<file path="src/rtl/accel_host_sequencer_if.sv">
// Valid/ready stream bundle used for the host input and output streams.
interface accel_host_sequencer_if #(
  parameter int W = 64
) ();
  logic         valid;
  logic         ready;
  logic [W-1:0] data;

  modport master (output valid, output data, input ready);
  modport slave  (input valid, input data, output ready);
endinterface

</file>
<file path="src/rtl/accel_host_sequencer.sv">
// Host-side sequencer for one accelerator tile: configure, load bias, weights
// and ifmap from the input stream, kick the operation, then stream the ofmap
// buffer out through a single output register.
module accel_host_sequencer #(
  parameter int WD = 8
) (
  input  logic                   clk,
  input  logic                   rst,
  input  logic                   start,
  input  logic [9:0]             n_wght,
  input  logic [9:0]             n_ifmap,
  input  logic [9:0]             n_ofmap,
  accel_host_sequencer_if.slave  src,
  accel_host_sequencer_if.master dst,
  output logic                   config_load,
  output logic                   config_done,
  output logic                   bias_write,
  output logic                   wght_ready,
  output logic                   ifmap_ready,
  output logic                   op_go,
  output logic                   op_done,
  output logic                   wght_en,
  output logic                   ifmap_en,
  output logic                   ofmap_en,
  output logic [7:0]             wght_wen,
  output logic [7:0]             ifmap_wen,
  output logic [9:0]             wght_addrin,
  output logic [9:0]             ifmap_addrin,
  output logic [9:0]             ofmap_addrin,
  output logic [8*WD-1:0]        wght_din,
  output logic [8*WD-1:0]        ifmap_din,
  input  logic                   dataload_ready,
  input  logic                   tile_done,
  input  logic [8*WD-1:0]        ofmap_dout,
  output logic                   busy
);

  typedef enum logic [3:0] {
    IDLE, CFG, BIAS, WGHT, IFMAP, GO, WAIT, READ, FIN
  } state_t;

  state_t            state_q, state_d;
  logic [9:0]        n_wght_q, n_wght_d;
  logic [9:0]        n_ifmap_q, n_ifmap_d;
  logic [9:0]        n_ofmap_q, n_ofmap_d;
  logic [9:0]        cnt_q, cnt_d;        // source-phase write address
  logic [9:0]        iss_q, iss_d;        // ofmap reads issued
  logic [9:0]        acc_q, acc_d;        // ofmap words accepted on dst
  logic              cfg_step_q, cfg_step_d;
  logic              rd_pend_q, rd_pend_d;
  logic              dst_valid_q, dst_valid_d;
  logic [8*WD-1:0]   dst_data_q, dst_data_d;
  logic              op_go_q, op_go_d;

  logic              src_rdy;
  logic              src_hs;
  logic              rd_issue;
  logic              dst_acc;

  // State register and all datapath flops.
  // NOTE: every sequential assignment is non-blocking so all flops update
  // together from the values present before the edge.
  always_ff @(posedge clk or posedge rst) begin
    if (rst) begin
      state_q     <= IDLE;
      n_wght_q    <= '0;
      n_ifmap_q   <= '0;
      n_ofmap_q   <= '0;
      cnt_q       <= '0;
      iss_q       <= '0;
      acc_q       <= '0;
      cfg_step_q  <= 1'b0;
      rd_pend_q   <= 1'b0;
      dst_valid_q <= 1'b0;
      dst_data_q  <= '0;
      op_go_q     <= 1'b0;
    end else begin
      state_q     <= state_d;
      n_wght_q    <= n_wght_d;
      n_ifmap_q   <= n_ifmap_d;
      n_ofmap_q   <= n_ofmap_d;
      cnt_q       <= cnt_d;
      iss_q       <= iss_d;
      acc_q       <= acc_d;
      cfg_step_q  <= cfg_step_d;
      rd_pend_q   <= rd_pend_d;
      dst_valid_q <= dst_valid_d;
      dst_data_q  <= dst_data_d;
      op_go_q     <= op_go_d;
    end
  end

  // Next-state logic for the tile sequence.
  always_comb begin
    state_d = state_q;
    unique case (state_q)
      IDLE:    if (start) state_d = CFG;
      CFG:     if (cfg_step_q) state_d = BIAS;
      BIAS:    if (src_hs && cnt_q == 10'd1) state_d = WGHT;
      WGHT:    if (cnt_q == n_wght_q) state_d = IFMAP;
      IFMAP:   if (cnt_q == n_ifmap_q) state_d = GO;
      GO:      if (dataload_ready) state_d = WAIT;
      WAIT:    if (tile_done) state_d = (n_ofmap_q == 10'd0) ? FIN : READ;
      READ:    if (dst_acc && acc_q == n_ofmap_q - 10'd1) state_d = FIN;
      FIN:     state_d = IDLE;
      default: state_d = IDLE;
    endcase
  end

  // Control strobes and buffer ports, decoded from state and handshakes.
  // NOTE: each output gets a default before the case so no path leaves it
  // unassigned, which would otherwise infer a latch.
  always_comb begin
    src_rdy      = 1'b0;
    config_load  = 1'b0;
    config_done  = 1'b0;
    bias_write   = 1'b0;
    wght_ready   = 1'b0;
    ifmap_ready  = 1'b0;
    op_done      = 1'b0;
    unique case (state_q)
      CFG:     begin config_load = ~cfg_step_q; config_done = cfg_step_q; end
      BIAS:    begin src_rdy = 1'b1; bias_write = 1'b1; end
      WGHT:    if (cnt_q == n_wght_q) wght_ready = 1'b1; else src_rdy = 1'b1;
      IFMAP:   if (cnt_q == n_ifmap_q) ifmap_ready = 1'b1; else src_rdy = 1'b1;
      FIN:     op_done = 1'b1;
      default: ;
    endcase

    src_hs   = src.valid & src_rdy;
    dst_acc  = dst_valid_q & dst.ready;
    // One read in flight at most, and only into an empty or draining register.
    rd_issue = (state_q == READ) && (iss_q != n_ofmap_q) && !rd_pend_q &&
               (!dst_valid_q || dst.ready);

    wght_en      = src_hs && (state_q == BIAS || state_q == WGHT);
    wght_wen     = wght_en ? 8'hFF : 8'h00;
    wght_addrin  = wght_en ? cnt_q : 10'd0;
    wght_din     = wght_en ? src.data : '0;
    ifmap_en     = src_hs && (state_q == IFMAP);
    ifmap_wen    = ifmap_en ? 8'hFF : 8'h00;
    ifmap_addrin = ifmap_en ? cnt_q : 10'd0;
    ifmap_din    = ifmap_en ? src.data : '0;
    ofmap_en     = rd_issue;
    ofmap_addrin = rd_issue ? iss_q : 10'd0;
  end

  // Counters, sampled word counts and the output register.
  always_comb begin
    n_wght_d    = n_wght_q;
    n_ifmap_d   = n_ifmap_q;
    n_ofmap_d   = n_ofmap_q;
    cnt_d       = cnt_q;
    iss_d       = iss_q;
    acc_d       = acc_q;
    dst_valid_d = dst_valid_q;
    dst_data_d  = dst_data_q;
    cfg_step_d  = (state_q == CFG) ? ~cfg_step_q : 1'b0;
    op_go_d     = (state_q == GO) && dataload_ready;
    rd_pend_d   = rd_issue;

    if (state_q == IDLE && start) begin
      n_wght_d  = n_wght;
      n_ifmap_d = n_ifmap;
      n_ofmap_d = n_ofmap;
    end

    // Counters restart on every phase change; never wrap inside a phase.
    if (state_d != state_q) begin
      cnt_d = '0;
      iss_d = '0;
      acc_d = '0;
    end else begin
      if (src_hs)   cnt_d = cnt_q + 10'd1;
      if (rd_issue) iss_d = iss_q + 10'd1;
      if (dst_acc)  acc_d = acc_q + 10'd1;
    end

    // Read data lands exactly one cycle after the issue.
    if (rd_pend_q) begin
      dst_valid_d = 1'b1;
      dst_data_d  = ofmap_dout;
    end else if (dst_acc) begin
      dst_valid_d = 1'b0;
    end
  end

  assign src.ready = src_rdy;
  assign dst.valid = dst_valid_q;
  assign dst.data  = dst_data_q;
  assign op_go     = op_go_q;
  assign busy      = (state_q != IDLE);

endmodule

</file>
<file path="src/flat_wrapper.sv">
// flat-port wrapper written by rule: the top's interface ports become plain ports
module accel_host_sequencer_flat 
#(
  parameter int WD = 8
)
  (clk, rst, start, n_wght, n_ifmap, n_ofmap, config_load, config_done, bias_write, wght_ready, ifmap_ready, op_go, op_done, wght_en, ifmap_en, ofmap_en, wght_wen, ifmap_wen, wght_addrin, ifmap_addrin, ofmap_addrin, wght_din, ifmap_din, dataload_ready, tile_done, ofmap_dout, busy, src_valid, src_data, src_ready, dst_valid, dst_data, dst_ready);
  accel_host_sequencer_if #(.W((8 * WD))) src_i ();
  accel_host_sequencer_if #(.W((8 * WD))) dst_i ();
  input  logic clk;
  input  logic rst;
  input  logic start;
  input  logic [9:0] n_wght;
  input  logic [9:0] n_ifmap;
  input  logic [9:0] n_ofmap;
  output logic config_load;
  output logic config_done;
  output logic bias_write;
  output logic wght_ready;
  output logic ifmap_ready;
  output logic op_go;
  output logic op_done;
  output logic wght_en;
  output logic ifmap_en;
  output logic ofmap_en;
  output logic [7:0] wght_wen;
  output logic [7:0] ifmap_wen;
  output logic [9:0] wght_addrin;
  output logic [9:0] ifmap_addrin;
  output logic [9:0] ofmap_addrin;
  output logic [8*WD-1:0] wght_din;
  output logic [8*WD-1:0] ifmap_din;
  input  logic dataload_ready;
  input  logic tile_done;
  input  logic [8*WD-1:0] ofmap_dout;
  output logic busy;
  input wire logic [$bits(src_i.valid)-1:0] src_valid;
  input wire logic [$bits(src_i.data)-1:0] src_data;
  output wire logic [$bits(src_i.ready)-1:0] src_ready;
  output wire logic [$bits(dst_i.valid)-1:0] dst_valid;
  output wire logic [$bits(dst_i.data)-1:0] dst_data;
  input wire logic [$bits(dst_i.ready)-1:0] dst_ready;
  assign src_i.valid = src_valid;
  assign src_i.data = src_data;
  assign src_ready = src_i.ready;
  assign dst_valid = dst_i.valid;
  assign dst_data = dst_i.data;
  assign dst_i.ready = dst_ready;
  accel_host_sequencer #(.WD(WD)) u_core (.clk(clk), .rst(rst), .start(start), .n_wght(n_wght), .n_ifmap(n_ifmap), .n_ofmap(n_ofmap), .src(src_i), .dst(dst_i), .config_load(config_load), .config_done(config_done), .bias_write(bias_write), .wght_ready(wght_ready), .ifmap_ready(ifmap_ready), .op_go(op_go), .op_done(op_done), .wght_en(wght_en), .ifmap_en(ifmap_en), .ofmap_en(ofmap_en), .wght_wen(wght_wen), .ifmap_wen(ifmap_wen), .wght_addrin(wght_addrin), .ifmap_addrin(ifmap_addrin), .ofmap_addrin(ofmap_addrin), .wght_din(wght_din), .ifmap_din(ifmap_din), .dataload_ready(dataload_ready), .tile_done(tile_done), .ofmap_dout(ofmap_dout), .busy(busy));
endmodule
</file>
<file path="config.mk">
export PLATFORM = sky130hd
export DESIGN_NAME = accel_host_sequencer_flat
export DESIGN_NICKNAME = d
export VERILOG_FILES = /design/src/rtl/accel_host_sequencer_if.sv /design/src/rtl/accel_host_sequencer.sv /design/src/flat_wrapper.sv
export SDC_FILE = /design/constraint.sdc
export NUM_CORES = 1
export LEC_CHECK = 0
export CORE_AREA = 4 4 159 161
export CTS_CLUSTER_SIZE = 8
export DETAILED_ROUTE_END_ITERATION = 12
export DIE_AREA = 0 0 163 165
export PLACE_DENSITY = 0.76
export SLEW_MARGIN = 30
export SYNTH_ARGS = -nofsm -noshare
export SYNTH_HDL_FRONTEND = slang
export SYNTH_SLANG_ARGS = --single-unit
</file>
<file path="constraint.sdc">
create_clock -name clk -period 7.7 [get_ports clk]
set_clock_uncertainty 0.05 [all_clocks]
set_input_delay 2.31 -clock clk [delete_from_list [all_inputs] [get_ports clk]]
set_output_delay 2.31 -clock clk [all_outputs]
set_load 0.01 [all_outputs]
</file>
==> run_results.csv, run 1 <==
group,metric,value,unit
run_status,outcome,"finished, final reports clean",
drt,drc,0,
worst_setup_path,crit_start,"src_valid",
synthesis,synth-seq-cells,132,
drt,dr_wl_met2,13080,um
clocking,post-cts-setup-buffers,0,
timing,fin_crit_sh,86.55,%
worst_setup_path,crit_type,"primary input to output port",
die,fp.dieH,165,um
worst_hold_path,min_from,"u_core.cfg_step_q",
synthesis,syn_avg_cell_area,10.47,um^2
final_layout,postLayoutCoreUtil,51.67,%
timing,slew_violations,0,
place,pre_cts_ws,1.039,ns
worst_setup_path,cp-start-kind,"primary input",
place,dpl.cell_count,1385,
pwr,p_seq_share,35.6,%
clocking,cts_buffers,17,
clocking,cts_resized,0,
global_routing,grt_overflow,0,
timing,worstMarginPinSlew,0.8650,ns
drt,drt-met1-wl,11280,um
pwr,p_leak,5.514,nW
job,cap_viol_max_count,0,
drt,vias,6942,
die,num_io_pins,416,
global_routing,grt_max_degree,80,
pwr,combPwrFrac,36.5,%
synthesis,synth_area,7540,um^2
pwr,swShare,30.93,%
final_layout,mostFrequentLayoutCell,"clkdlybuf4s50_1",
synthesis,synth-seq-area-share,43.81,%
final_layout,layout_common_cells,"clkdlybuf4s50_1 (414), and3_1 (156), dfrtp_1 (131)",
timing,fin_tns_setup,0,ns
timing,setup_ws,1.036,ns
worst_setup_path,r2r_setup_slack,4.34,ns
worst_setup_path,r2r_start,"u_core.n_ofmap_q[0]",
final_layout,final_cells,1419,
die,dieArea,26900,um^2
die,num_rows,57,
drt,initialDrtViolationCount,378,
timing,setup_viol,0,
global_routing,antenna_found_initial,5,
clocking,cts_num_sinks,132,
synthesis,synth_edf_count,0,
clocking,clockBufferDepth,2,
global_routing,grt_pass1_vias,6900,
clocking,hold_buffers,0,
synthesis,synth_nets,890,
drt,first_pass_iters,5,
synthesis,synth_async_sr_flop_share,100.0,%
clocking,h-tree-depth,4,
pwr,p_per_area,241.3,nW/um^2
drt,wirelength,27420,um
die,core,23960,um^2
timing,maxSlewHeadroom,42.33,%
clocking,clk_pin_slew,0.06,ns
synthesis,yosys_warnings,0,
pwr,p_int,0.002064,W
timing,rsz0062_at_grt,"false",
pwr,pwr-share-clk,27.9,%
synthesis,ys_types,51,
timing,hold_viol_final,0,
worst_setup_path,cp-end-kind,"output port",
drt,wl_met3,2689,um
worst_hold_path,hp-class,"flip-flop to flip-flop",
final_layout,drive_above_1_share,14.73,%
global_routing,grt_pass1_wl,40100,um
clocking,cts_tree,"done",
place,place_hpwl,21180,um
drt,vias_per_cell,4.892,
die,die_x,163,um
pwr,total_power,0.002988,W
final_layout,fillCellCount,2186,
place,place_congestion,0.8252,
final_layout,syn2layout_area_growth,64.20,%
clocking,clk_latency,0.42,ns
pwr,power.net_switching,0.0009242,W
global_routing,track_usage,19.26,%
pwr,max-vdd-ir-drop,0.2351,mV
timing,fin_crit,6.664,ns
place,portBuffers,415,
worst_setup_path,path_max_fanout,65,
die,start_util,31.46,%
final_layout,layout.nets,1250,
synthesis,netlist_instances,720,
drt,ant_nets,0,
worst_setup_path,arrival,4.30,ns
drt,wire_per_inst,19.32,um
clocking,cts_root_buf,"clkbuf_16",
worst_setup_path,required,5.34,ns
timing,fmax,150.1,MHz
synthesis,synthFlopType,"dfrtp_1",
drt,top_layer,"met5",
==> layout make-up <==
cell class	count	area, um^2	area share (%)
Clock inverter	14	162.7	1.314
Antenna cell	2	5.005	0.04042
Multi-Input combinational cell	491	3785	30.57
Timing Repair Buffer	426	4232	34.18
Inverter	12	47.55	0.3840
Sequential cell	132	3304	26.69
Clock buffer	18	439.2	3.547
Tap cell	324	405.4	3.274
==> worst max-delay path, stage by stage <==
cell and delay [ns]:
buf_2 0.61, buf_4 0.40, and2_1 0.34, clkdlybuf4s50_1 0.60
==> per-stage QoR <==
step | instance area [um^2] | hold slack [ns]
after floorplan | 7540 | 0.4016
after global placement | 11770 | 0.3747
after detailed placement | 11770 | 0.3807
after CTS | 12380 | 0.3904
after global routing | 12380 | 0.4213
final | 12380 | 0.3928
==> cell usage after synthesis, types with 4 or more instances <==
library cell  instances  area (um^2)
clkbuf_1             47        176.4
nor4_1               35        219.0
xor2_1               28        245.2
buf_2                15        75.07
xnor2_1              38        332.8
a21oi_1               4        20.02
dfrtp_1             132         3303
nand2_1              20        75.07
mux2_2               94         1059
nand3_1               8        40.04
nor2_1               19        71.32
inv_1                11        41.29
nand4_1              12        75.07
buf_4                17        127.6
ha_1                  5        62.56
nor3_1                6        30.03
o21ai_0               8        40.04
and2_1               15        93.84
and3_1              156        975.9
==> layer usage <==
layer | vias to the layer above | GRT usage, %
met3 | 34 | 7.861
li1 | 3296 | -
met2 | 307 | 30.28
met5 | - | 0
met4 | 6 | 4.651
met1 | 3299 | 24.87
==> final timing paths <==
| kind | end | cells after the start |
|---|---|---|
| min in group asynchronous | u_core.dst.data[0] | 2 |
| worst min register to register | u_core.cfg_step_q | 1 |
| worst min-delay path | u_core.cfg_step_q | 1 |
| max in group asynchronous | u_core.rd_pend_q | 3 |
| worst max register to register | u_core.acc_q[0] | 10 |
| worst max-delay path | ifmap_en | 4 |
==> cells by family (layout without fill, tap and decap cells) <==
logic type	count (synthesis)	count (layout)	share of synthesized area, %
AOI/OAI and AO/OA	33	33	3.469
DFF	132	132	43.81
xor gates and xnor gates	66	66	7.667
muxes	97	97	14.44
buffers and inverters	97	470	6.223
and+or+nand+nor	290	290	23.56
adders and majority gates	5	5	0.8297
other	0	2	0
==> state kept, by name, summed over array words and instances (netlist names) <==
register,cells
u_core.n_wght_q,10
u_core.iss_q,10
u_core.n_ofmap_q,10
u_core.op_go,1
u_core.acc_q,10
u_core.state_q,4
u_core.rd_pend_q,1
u_core.dst.valid,1
u_core.n_ifmap_q,10
u_core.cnt_q,10
u_core.dst.data,64
u_core.cfg_step_q,1
==> power by group through the flow <==
stage | clock (W) | sequential [W] | combinational, W
after floorplan | 0 | 0.00112 | 0.000444
after global placement | 0 | 0.00106 | 0.00109
after detailed placement | 0 | 0.00107 | 0.00110
after CTS | 0.000855 | 0.00107 | 0.00111
after global routing | 0.000889 | 0.00109 | 0.00117
final | 0.000834 | 0.00106 | 0.00109
No activity file was read; power rests on OpenSTA's default activity.
==> run 2: changes to the inputs <==
Settings changed: ABC_CLOCK_PERIOD_IN_PS set to 7700, PLACE_DENSITY 0.76 to 0.67, RECOVER_POWER set to 100.
==> run 2 against run 1 <==
The run now ends with capacitance limit, slew limit left. Cell count is the same. Routed wire length grew 1.9%. Sequential share of layout area is 0.15 points higher. Register-to-register slack lost 1.7 ns. Non-clock buffer count is the same. Critical path depth up 2. Die area stayed put. Setup slack lost 0.39 ns. Largest cell class unchanged. Highest routed layer unchanged. Hold slack gained 0.00095 ns. Via count up 0.36%. Largest power group is now sequential cells.
==> run_results.csv, run 2 (synthesis gave the netlist of run 1 again) <==
group,metric,value,unit
clocking,post-cts-setup-buffers,0,
die,core,23960,um^2
pwr,pwr-share-clk,28.0,%
final_layout,mostFrequentLayoutCell,"dlygate4sd3_1",
drt,wire_per_inst,19.70,um
timing,fin_tns_setup,0,ns
place,place_hpwl,21540,um
job,cap_viol_max_count,2,
global_routing,track_usage,19.64,%
pwr,power.net_switching,0.0008957,W
global_routing,grt_pass1_vias,6812,
worst_setup_path,required,5.34,ns
clocking,clockBufferDepth,2,
run_status,outcome,"finished with violations",
drt,wirelength,27950,um
worst_setup_path,r2r_setup_slack,2.66,ns
pwr,total_power,0.002868,W
timing,worstMarginPinSlew,2.613,ns
pwr,p_int,0.001972,W
drt,vias_per_cell,4.910,
final_layout,final_area,12310,um^2
worst_setup_path,reg2reg_to,"u_core.iss_q[0]",
clocking,cts_buffers,17,
final_layout,drive_above_1_share,13.74,%
clocking,cts_resized,0,
clocking,h-tree-depth,4,
global_routing,grt_max_degree,80,
global_routing,grt_pass1_wl,40880,um
timing,maxSlewHeadroom,-74.23,%
place,place_congestion,0.8090,
pwr,swShare,31.24,%
timing,slew_violations,81,
pwr,max-vdd-ir-drop,0.2311,mV
die,num_rows,57,
clocking,hold_buffers,0,
drt,initialDrtViolationCount,447,
worst_setup_path,cp-start-kind,"primary input",
final_layout,layout.nets,1250,
timing,hold_viol_final,0,
clocking,clk_pin_slew,0.06,ns
final_layout,largest_reg_flops,64,
worst_setup_path,crit_type,"primary input to output port",
pwr,combPwrFrac,35.2,%
place,placed_area,11770,um^2
run_status,violations,"capacitance limit, slew limit",
timing,fin_crit,7.059,ns
die,dieArea,26900,um^2
die,fp.dieH,165,um
worst_setup_path,path_max_fanout,12,
worst_setup_path,arrival,4.70,ns
drt,vias,6967,
timing,fin_crit_sh,91.67,%
clocking,cts_num_sinks,132,
drt,ant_nets,0,
clocking,clk_latency,0.41,ns
timing,fmax,141.7,MHz
clocking,cts_root_buf,"clkbuf_16",
pwr,p_per_area,233.0,nW/um^2
worst_setup_path,cp-end-kind,"output port",
final_layout,layout_common_cells,"dlygate4sd3_1 (300), and3_1 (156), dfrtp_1 (131)",
die,start_util,31.46,%
clocking,cts_tree,"done",
timing,setup_viol,0,
worst_hold_path,hp-class,"flip-flop to flip-flop",
pwr,p_seq_share,36.8,%
global_routing,grt_overflow,0,
timing,rsz0062_at_grt,"false",
worst_hold_path,whs_path_depth,1,
global_routing,antenna_found_initial,8,
drt,drc,0,
die,num_io_pins,416,
place,portBuffers,415,
drt,first_pass_iters,5,
pwr,p_leak,6.099,nW
worst_setup_path,r2r_start,"u_core.state_q[0]",
final_layout,syn2layout_area_growth,63.26,%
worst_setup_path,rr_worst_depth,9,
die,die_x,163,um
worst_hold_path,min_from,"u_core.cfg_step_q",
worst_hold_path,min_to,"u_core.cfg_step_q",
-- run 2: cell count changes in the layout (fill, tap and decap cells not counted), sizes merged --
cell / previous run / this run
buf: 12 / 9
clkbuf: 18 / 21
clkdlybuf4s50: 414 / 114
clkinv: 3 / 6
clkinvlp: 1 / 2
diode: 2 / 3
dlygate4sd3: 0 / 300
inv: 20 / 15
-- run 2: power by group through the flow --
stage               combinational, W  clock, W  sequential, W
global placement             0.00109         0        0.00106
floorplan                   0.000444         0        0.00112
finish                       0.00101  0.000802        0.00106
detailed placement           0.00110         0        0.00107
global route                 0.00110  0.000853        0.00109
CTS                          0.00111  0.000820        0.00107
-- run 2: worst max path at each step --
stage                          from              end  slack [ns]  cells after the start
after floorplan                 rst  u_core.acc_q[0]        1.81                      1
after global placement    dst_ready  ofmap_addrin[3]        0.99                      6
after detailed placement  dst_ready  ofmap_addrin[3]        0.95                      6
after CTS                 dst_ready  ofmap_addrin[3]        0.94                      6
after global routing      dst_ready  ofmap_addrin[3]        0.43                      6
final                     dst_ready  ofmap_addrin[3]        0.64                      6
-- run 2: critical path: stages --
cell	delay [ns]
dlygate4sd3_1	0.54
inv_1	0.06
a211o_1	0.27
a31oi_1	0.67
and2_0	0.29
clkdlybuf4s50_1	0.57
-- run 2: cell type report --
cell class	count	area, um^2
clock inverters	13	151.4
diodes	3	7.507
fillers	2181	11650
flip-flops and latches	132	3304
repair buffers	426	4225
multi-input cells	491	3740
well taps	324	405.4
clock buffers	18	429.2
inverters	12	46.29
-- run 2: per-stage QoR --
step	util, %	hold WS [ns]	cells	worst slack, ns
after floorplan	-	0.4016	720	1.814
after global placement	49.10	0.3734	1385	0.9852
after detailed placement	49.13	0.3971	1385	0.9489
after CTS	51.56	0.4021	1416	0.9384
after global routing	51.37	0.4308	1419	0.4288
final	51.37	0.3937	1419	0.6415
-- run 2: layer usage --
metal	global-route usage [%]	part of all wire, %	vias up
met5	0	0.21	-
li1	-	-	3285
met1	27.07	44	3343
met3	7.337	9.0	36
met4	5.071	1.6	10
met2	29.19	46	293
==> run 3: changes to the inputs <==
Settings changed: CAP_MARGIN set to 20.
==> results of run 3 <==
The final DEF is identical to that of run 2; final timing and power are the same.
